==> src/rtl/exec_sequencer_if.sv <==
// Handshake and gating bundle between the harness/Ctrl side and the run sequencer.
// The master drives the request and decoded controls; the slave returns gates, status and counters.
interface exec_sequencer_if #(
   parameter int PC_W  = 10,
   parameter int CNT_W = 16
);
   logic             Req;
   logic             DecAck;
   logic             DecLoad;
   logic             DecRegWrEn;
   logic             DecMemWrEn;
   logic             PcInit;
   logic [PC_W-1:0]  PcStartAddr;
   logic             PcEn;
   logic             RegWrEn;
   logic             MemWrEn;
   logic             Busy;
   logic             Done;
   logic             Timeout;
   logic [CNT_W-1:0] CycleCount;
   logic [CNT_W-1:0] InstCount;

   modport master (
      output Req, DecAck, DecLoad, DecRegWrEn, DecMemWrEn,
      input  PcInit, PcStartAddr, PcEn, RegWrEn, MemWrEn,
      input  Busy, Done, Timeout, CycleCount, InstCount
   );

   modport slave (
      input  Req, DecAck, DecLoad, DecRegWrEn, DecMemWrEn,
      output PcInit, PcStartAddr, PcEn, RegWrEn, MemWrEn,
      output Busy, Done, Timeout, CycleCount, InstCount
   );
endinterface

==> src/rtl/exec_sequencer.sv <==
// Run controller for the 9-bit processor: start/done handshake, PC init, per-cycle gating of
// PC advance and architectural writes, load wait states, watchdog and performance counters.
module exec_sequencer #(
   parameter int          PC_W       = 10,
   parameter int          START_ADDR = 0,
   parameter int          LOAD_LAT   = 1,
   parameter int          CNT_W      = 16,
   parameter int unsigned MAX_CYCLES = 16'hFFF0
) (
   input logic             Clk,
   input logic             Reset,
   exec_sequencer_if.slave bus
);

   typedef enum logic [2:0] {IDLE, INIT, RUN, LWAIT, DONE} state_t;

   localparam bit               HAS_WAIT  = (LOAD_LAT > 0);
   localparam int               WAIT_INIT = HAS_WAIT ? LOAD_LAT - 1 : 0;
   localparam logic [CNT_W-1:0] WD_LAST   = CNT_W'(MAX_CYCLES - 1);

   state_t           state;
   state_t           nxt;
   logic [1:0]       wcnt;
   logic [CNT_W-1:0] cyc;
   logic [CNT_W-1:0] inst;
   logic             tmo;

   logic             pcen;
   logic             rwr;
   logic             mwr;
   logic             retire;
   logic             wload;
   logic             wdec;
   logic             wd;

   function automatic logic [CNT_W-1:0] sat_inc(input logic [CNT_W-1:0] v);
      return (&v) ? v : v + CNT_W'(1);
   endfunction

   // Watchdog fires on the last permitted run cycle; that cycle still executes normally.
   assign wd = (cyc == WD_LAST);

   always_comb begin
      nxt    = state;
      pcen   = 1'b0;
      rwr    = 1'b0;
      mwr    = 1'b0;
      retire = 1'b0;
      wload  = 1'b0;
      wdec   = 1'b0;
      case (state)
         IDLE: begin
            if (bus.Req) nxt = INIT;
         end
         INIT: begin
            nxt = RUN;
         end
         RUN: begin
            if (bus.DecAck) begin
               retire = 1'b1;
               nxt    = DONE;
            end else if (bus.DecLoad && HAS_WAIT) begin
               wload = 1'b1;
               nxt   = LWAIT;
            end else begin
               pcen   = 1'b1;
               rwr    = bus.DecRegWrEn;
               mwr    = bus.DecMemWrEn && !bus.DecLoad;
               retire = 1'b1;
            end
            if (wd) nxt = DONE;
         end
         LWAIT: begin
            // An expiring watchdog lets the pending load complete rather than dropping it.
            if (wcnt == 2'd0 || wd) begin
               pcen   = 1'b1;
               rwr    = 1'b1;
               retire = 1'b1;
               nxt    = wd ? DONE : RUN;
            end else begin
               wdec = 1'b1;
            end
         end
         DONE: begin
            if (!bus.Req) nxt = IDLE;
         end
         default: nxt = IDLE;
      endcase
   end

   always_ff @(posedge Clk or posedge Reset) begin
      if (Reset) begin
         state <= IDLE;
         wcnt  <= 2'd0;
         cyc   <= '0;
         inst  <= '0;
         tmo   <= 1'b0;
      end else begin
         state <= nxt;
         if (wload) begin
            wcnt <= 2'(WAIT_INIT);
         end else if (wdec) begin
            wcnt <= wcnt - 2'd1;
         end
         case (state)
            INIT: begin
               cyc  <= '0;
               inst <= '0;
               tmo  <= 1'b0;
            end
            RUN, LWAIT: begin
               cyc <= sat_inc(cyc);
               if (retire) inst <= sat_inc(inst);
               if (wd) tmo <= 1'b1;
            end
            default: ;
         endcase
      end
   end

   assign bus.PcInit      = (state == INIT);
   assign bus.PcStartAddr = PC_W'(START_ADDR);
   assign bus.PcEn        = pcen;
   assign bus.RegWrEn     = rwr;
   assign bus.MemWrEn     = mwr;
   assign bus.Busy        = (state == INIT) || (state == RUN) || (state == LWAIT);
   assign bus.Done        = (state == DONE);
   assign bus.Timeout     = tmo;
   assign bus.CycleCount  = cyc;
   assign bus.InstCount   = inst;

endmodule

==> src/flat_wrapper.sv <==
// flat-port wrapper written by rule: the top's interface ports become plain ports
module exec_sequencer_flat 
#(
   parameter int          PC_W       = 10,
   parameter int          START_ADDR = 0,
   parameter int          LOAD_LAT   = 1,
   parameter int          CNT_W      = 16,
   parameter int unsigned MAX_CYCLES = 16'hFFF0
)
  (Clk, Reset, bus_Req, bus_DecAck, bus_DecLoad, bus_DecRegWrEn, bus_DecMemWrEn, bus_PcInit, bus_PcStartAddr, bus_PcEn, bus_RegWrEn, bus_MemWrEn, bus_Busy, bus_Done, bus_Timeout, bus_CycleCount, bus_InstCount);
  exec_sequencer_if #(.PC_W(PC_W), .CNT_W(CNT_W)) bus_i ();
  input logic Clk;
  input logic Reset;
  input wire logic [$bits(bus_i.Req)-1:0] bus_Req;
  input wire logic [$bits(bus_i.DecAck)-1:0] bus_DecAck;
  input wire logic [$bits(bus_i.DecLoad)-1:0] bus_DecLoad;
  input wire logic [$bits(bus_i.DecRegWrEn)-1:0] bus_DecRegWrEn;
  input wire logic [$bits(bus_i.DecMemWrEn)-1:0] bus_DecMemWrEn;
  output wire logic [$bits(bus_i.PcInit)-1:0] bus_PcInit;
  output wire logic [$bits(bus_i.PcStartAddr)-1:0] bus_PcStartAddr;
  output wire logic [$bits(bus_i.PcEn)-1:0] bus_PcEn;
  output wire logic [$bits(bus_i.RegWrEn)-1:0] bus_RegWrEn;
  output wire logic [$bits(bus_i.MemWrEn)-1:0] bus_MemWrEn;
  output wire logic [$bits(bus_i.Busy)-1:0] bus_Busy;
  output wire logic [$bits(bus_i.Done)-1:0] bus_Done;
  output wire logic [$bits(bus_i.Timeout)-1:0] bus_Timeout;
  output wire logic [$bits(bus_i.CycleCount)-1:0] bus_CycleCount;
  output wire logic [$bits(bus_i.InstCount)-1:0] bus_InstCount;
  assign bus_i.Req = bus_Req;
  assign bus_i.DecAck = bus_DecAck;
  assign bus_i.DecLoad = bus_DecLoad;
  assign bus_i.DecRegWrEn = bus_DecRegWrEn;
  assign bus_i.DecMemWrEn = bus_DecMemWrEn;
  assign bus_PcInit = bus_i.PcInit;
  assign bus_PcStartAddr = bus_i.PcStartAddr;
  assign bus_PcEn = bus_i.PcEn;
  assign bus_RegWrEn = bus_i.RegWrEn;
  assign bus_MemWrEn = bus_i.MemWrEn;
  assign bus_Busy = bus_i.Busy;
  assign bus_Done = bus_i.Done;
  assign bus_Timeout = bus_i.Timeout;
  assign bus_CycleCount = bus_i.CycleCount;
  assign bus_InstCount = bus_i.InstCount;
  exec_sequencer #(.PC_W(PC_W), .START_ADDR(START_ADDR), .LOAD_LAT(LOAD_LAT), .CNT_W(CNT_W), .MAX_CYCLES(MAX_CYCLES)) u_core (.Clk(Clk), .Reset(Reset), .bus(bus_i));
endmodule
==> config.mk <==
export PLATFORM = sky130hd
export DESIGN_NAME = exec_sequencer_flat
export DESIGN_NICKNAME = d
export VERILOG_FILES = /design/src/rtl/exec_sequencer_if.sv /design/src/rtl/exec_sequencer.sv /design/src/flat_wrapper.sv
export SDC_FILE = /design/constraint.sdc
export NUM_CORES = 1
export LEC_CHECK = 0
export ABC_AREA = 1
export BUFFER_PORTS_ARGS = -buffer_cell sky130_fd_sc_hd__buf_2
export CELL_PAD_IN_SITES_DETAIL_PLACEMENT = 0
export CELL_PAD_IN_SITES_GLOBAL_PLACEMENT = 1
export CORE_MARGIN = 4
export CORE_UTILIZATION = 35
export DETAILED_ROUTE_END_ITERATION = 8
export PLACE_DENSITY_LB_ADDON = 0.1
export SYNTH_ARGS = -nofsm -noshare
export SYNTH_HDL_FRONTEND = slang
export SYNTH_SLANG_ARGS = --single-unit
==> constraint.sdc <==
create_clock -name Clk -period 1.4 [get_ports Clk]
set_input_delay 0.07 -clock Clk [delete_from_list [all_inputs] [get_ports Clk]]
set_output_delay 0.07 -clock Clk [all_outputs]
set_load 0.01 [all_outputs]
==> out/metrics.csv <==
metric,value,unit
Slew HR,0.664,
Ys Warns,0,
startpoint types,register,
effective utilization at floorplan,0.366,
antenna-violating nets left,0,
initial antenna violation count,0,
number of global-route vias before repair,2539,
WP data required,1.64,ns
Worst IR Drop VDD,1.01,mV
failing checks,setup timing,
Remaining DRCs,0,
worst-margin pin slew,0.504,ns
Worst Slack Setup Final,-0.228,ns
nets@finish,531,
CTS root buffer,clkbuf_8,
crit path kind,reg2reg,
htree depth,2,
Top Family by Delay on Critical Path,simple AND/OR/NAND/NOR gates,
clk_lat worst skew,0.30,ns
ratio of cells with drive above 1 in the final layout,0.443,
Synth async-reset ratio,1.00,
row count,30,
total CTS buffers,5,
first-pass GRT wire length,12100,um
MaxCap Viol Count,0,
DP Wirelength,5370,um
post-synth top area share,0.376,
post-synthesis sequential area ratio,0.376,
met2 GRT Util,0.277,
# IOs,56,
Area after DPL,0.00347,mm^2
Tmin final,1.63,ns
final setup violation count,39,
clock sink count,38,
dominant cells by area after synthesis,"dfrtp_1, nand2_1, nor2_1",
Hold Path Stages,3,
Worst-path clk slew,0.08,ns
DR iter-0 viols,137,
Final Cell Area,0.00406,mm^2
Final Skew,0.00317,ns
most common flop cell mapped by yosys,dfrtp_1,
Leak,2.12,nW
total power,0.00558,W
DR WL/cell,12.4,um
setup TNS,-5.98,ns
FF-to-FF End,u_core.bus.InstCount[7],
gpl congestion,0.846,
WP buf/inv,3,
final slew viol count,0,
worst path cell trace,"nand2_2, inv_2, nand2_2, nor2_4, nand2_2, buf_6, nand3_4, nand3_4, nor2_4, clkbuf_16, nand2_1, nand2_1",
CP peak stage delay,0.42,ns
DR vias/cell,4.60,
core outline area,0.00691,mm^2
#FFs+latches synth,38,
Cell variety after synth,33,
Reg2Reg Depth,12,
post-synth top area cell,dfrtp_1,
Place WS,-0.184,ns
GR Util All Layers,0.175,
Peak Freq,614,MHz
detailed-route wire length,7650,um
number of antenna repair diodes,0,
largest net degree at the start of global routing,39,
Min Hold Slack,0.0741,ns
DIE WIDTH,93,um
Tcrit/Tclk final,1.16,
DR vias,2841,
Cells after Synth,368,
Crit-path slowest cell,dfrtp_1,
flop2flop setup slack,-0.23,ns
Max Root-Sink Buffers,2,
first drt pass iteration count,4,
nature of the critical path endpoint,register,
Hold Path Class,in2reg,
gr ovfl total,0,
Die Y,93,um
RSZ-0062 raised after global routing,true,
CP arrival,1.87,ns
Global Route met3 Usage,0.0338,
hold path endpoint,u_core.state[2],
status,"finished, violations left",
"Max FO, Critical Path",5,
met1 Usage GRT,0.245,
Hold Crit Start,bus_DecAck,
Synth Cell Area,0.00253,mm^2
port bufs,45,
Die Area,0.00865,mm^2
area delta synth->final,60.5,%
Post-synth EDFFs,0,
busiest grt layer,met2,
synthesized area per cell,6.87,um^2
reg2reg start,u_core.bus.CycleCount[9],
CTS tree,yes,
endpoints failing hold,0,
Crit path top cell by count,nand2_2,
pwr/cell area,1370,mW/mm^2
## worst reg2reg max path, delay by kind of cell, from the launching register on
| family | cells | cell delay [ns] |
|---|---|---|
| buffers and inverters | 3 | 0.35 |
| AND/OR/NAND/NOR | 9 | 0.79 |
| flip-flops | 1 | 0.42 |
## flip-flops by register name, summed over array words and instances (netlist names)
register and cells:
u_core.bus.CycleCount 16, u_core.bus.InstCount 16, u_core.bus.Timeout 1, u_core.state 3
u_core.wcnt 2
## worst max path at each step
stage / from / end / slack (ns) / cells after the start
after global placement: u_core.bus.InstCount[0] / u_core.bus.InstCount[0] / -0.12 / 11
after global routing: u_core.bus.CycleCount[9] / u_core.bus.InstCount[15] / -0.32 / 12
after CTS: u_core.bus.CycleCount[0] / bus_PcEn / -0.21 / 9
after detailed placement: u_core.bus.InstCount[0] / u_core.bus.InstCount[2] / -0.18 / 11
final: u_core.bus.CycleCount[9] / u_core.bus.InstCount[7] / -0.23 / 12
after floorplan: u_core.bus.CycleCount[1] / u_core.bus.InstCount[7] / -0.17 / 10
## cells in the final DEF (no fill, tap or decap), types with 5 or more instances in the layout
cell type,instances
buf_2,43
nand4_1,5
nor2_4,10
nand2_1,99
buf_4,86
nand3_1,22
nand2_2,21
xor2_1,7
o21ai_1,10
dfrtp_1,37
inv_1,32
buf_6,16
nor3_1,8
inv_2,9
o21ai_0,8
conb_1,10
clkbuf_8,6
a21oi_1,5
nor2_1,38
## area by class of cell
type,count,area [um^2]
fillers,663,2850
inverters,45,184
clock inverters,2,12.5
repair buffers,150,1140
clock buffers,6,82.6
well taps,96,120
flip-flops and latches,38,952
multi-input cells,280,1560
repair inverters,1,8.76
## Yosys cell counts, types with 2 or more instances
library cell,number
nand2_1,118
nor2_1,46
inv_1,41
dfrtp_1,38
nand3_1,26
o21ai_0,19
nor3_1,12
buf_4,11
xor2_1,7
nand2_2,6
a21oi_1,5
nand4_1,5
nor2_4,4
ha_1,3
inv_2,3
o21ai_1,3
o21bai_1,3
buf_6,2
clkbuf_1,2
## layer usage
metal,vias up,part of all wire,routed length [um]
met1,1327,0.47,3630
met3,6,0.044,340
met5,-,0,0
met4,0,0.011,82
met2,53,0.47,3600
li1,1455,-,-
## kinds of logic (layout without fill, tap and decap cells)
family | count (synthesis) | in the layout | synth area share
and+or+nand+nor | 223 | 224 | 0.391
buffers and inverters | 60 | 204 | 0.112
DFF | 38 | 38 | 0.376
AOI/OAI and AO/OA | 36 | 36 | 0.0802
xor gates and xnor gates | 7 | 7 | 0.0242
adders and majority gates | 3 | 3 | 0.0148
other | 1 | 10 | 0.00148
## where the power goes
group	total [W]	leakage (nW)	internal, W	switching (W)
Clock	0.000811	0.0472	0.000396	0.000415
Combinational	0.00344	1.55	0.00164	0.00180
Sequential	0.00132	0.520	0.00122	0.0000967
## timing repair
item,in CTS,in global routing
pin swaps,13,14
hold buffers,1,0
setup buffers,11,9
setup endpoints to repair,39,44
cloned,2,2
hold endpoints to repair,38,0
resized for setup,41,53
## metrics by stage
step           utilization  instances
4_1_cts              0.548        608
6_report             0.588        618
3_3_place_gp         0.502        587
3_5_place_dp         0.502        587
2_1_floorplan            -        377
5_1_grt              0.588        618
No activity file was read; power rests on OpenSTA's default activity.
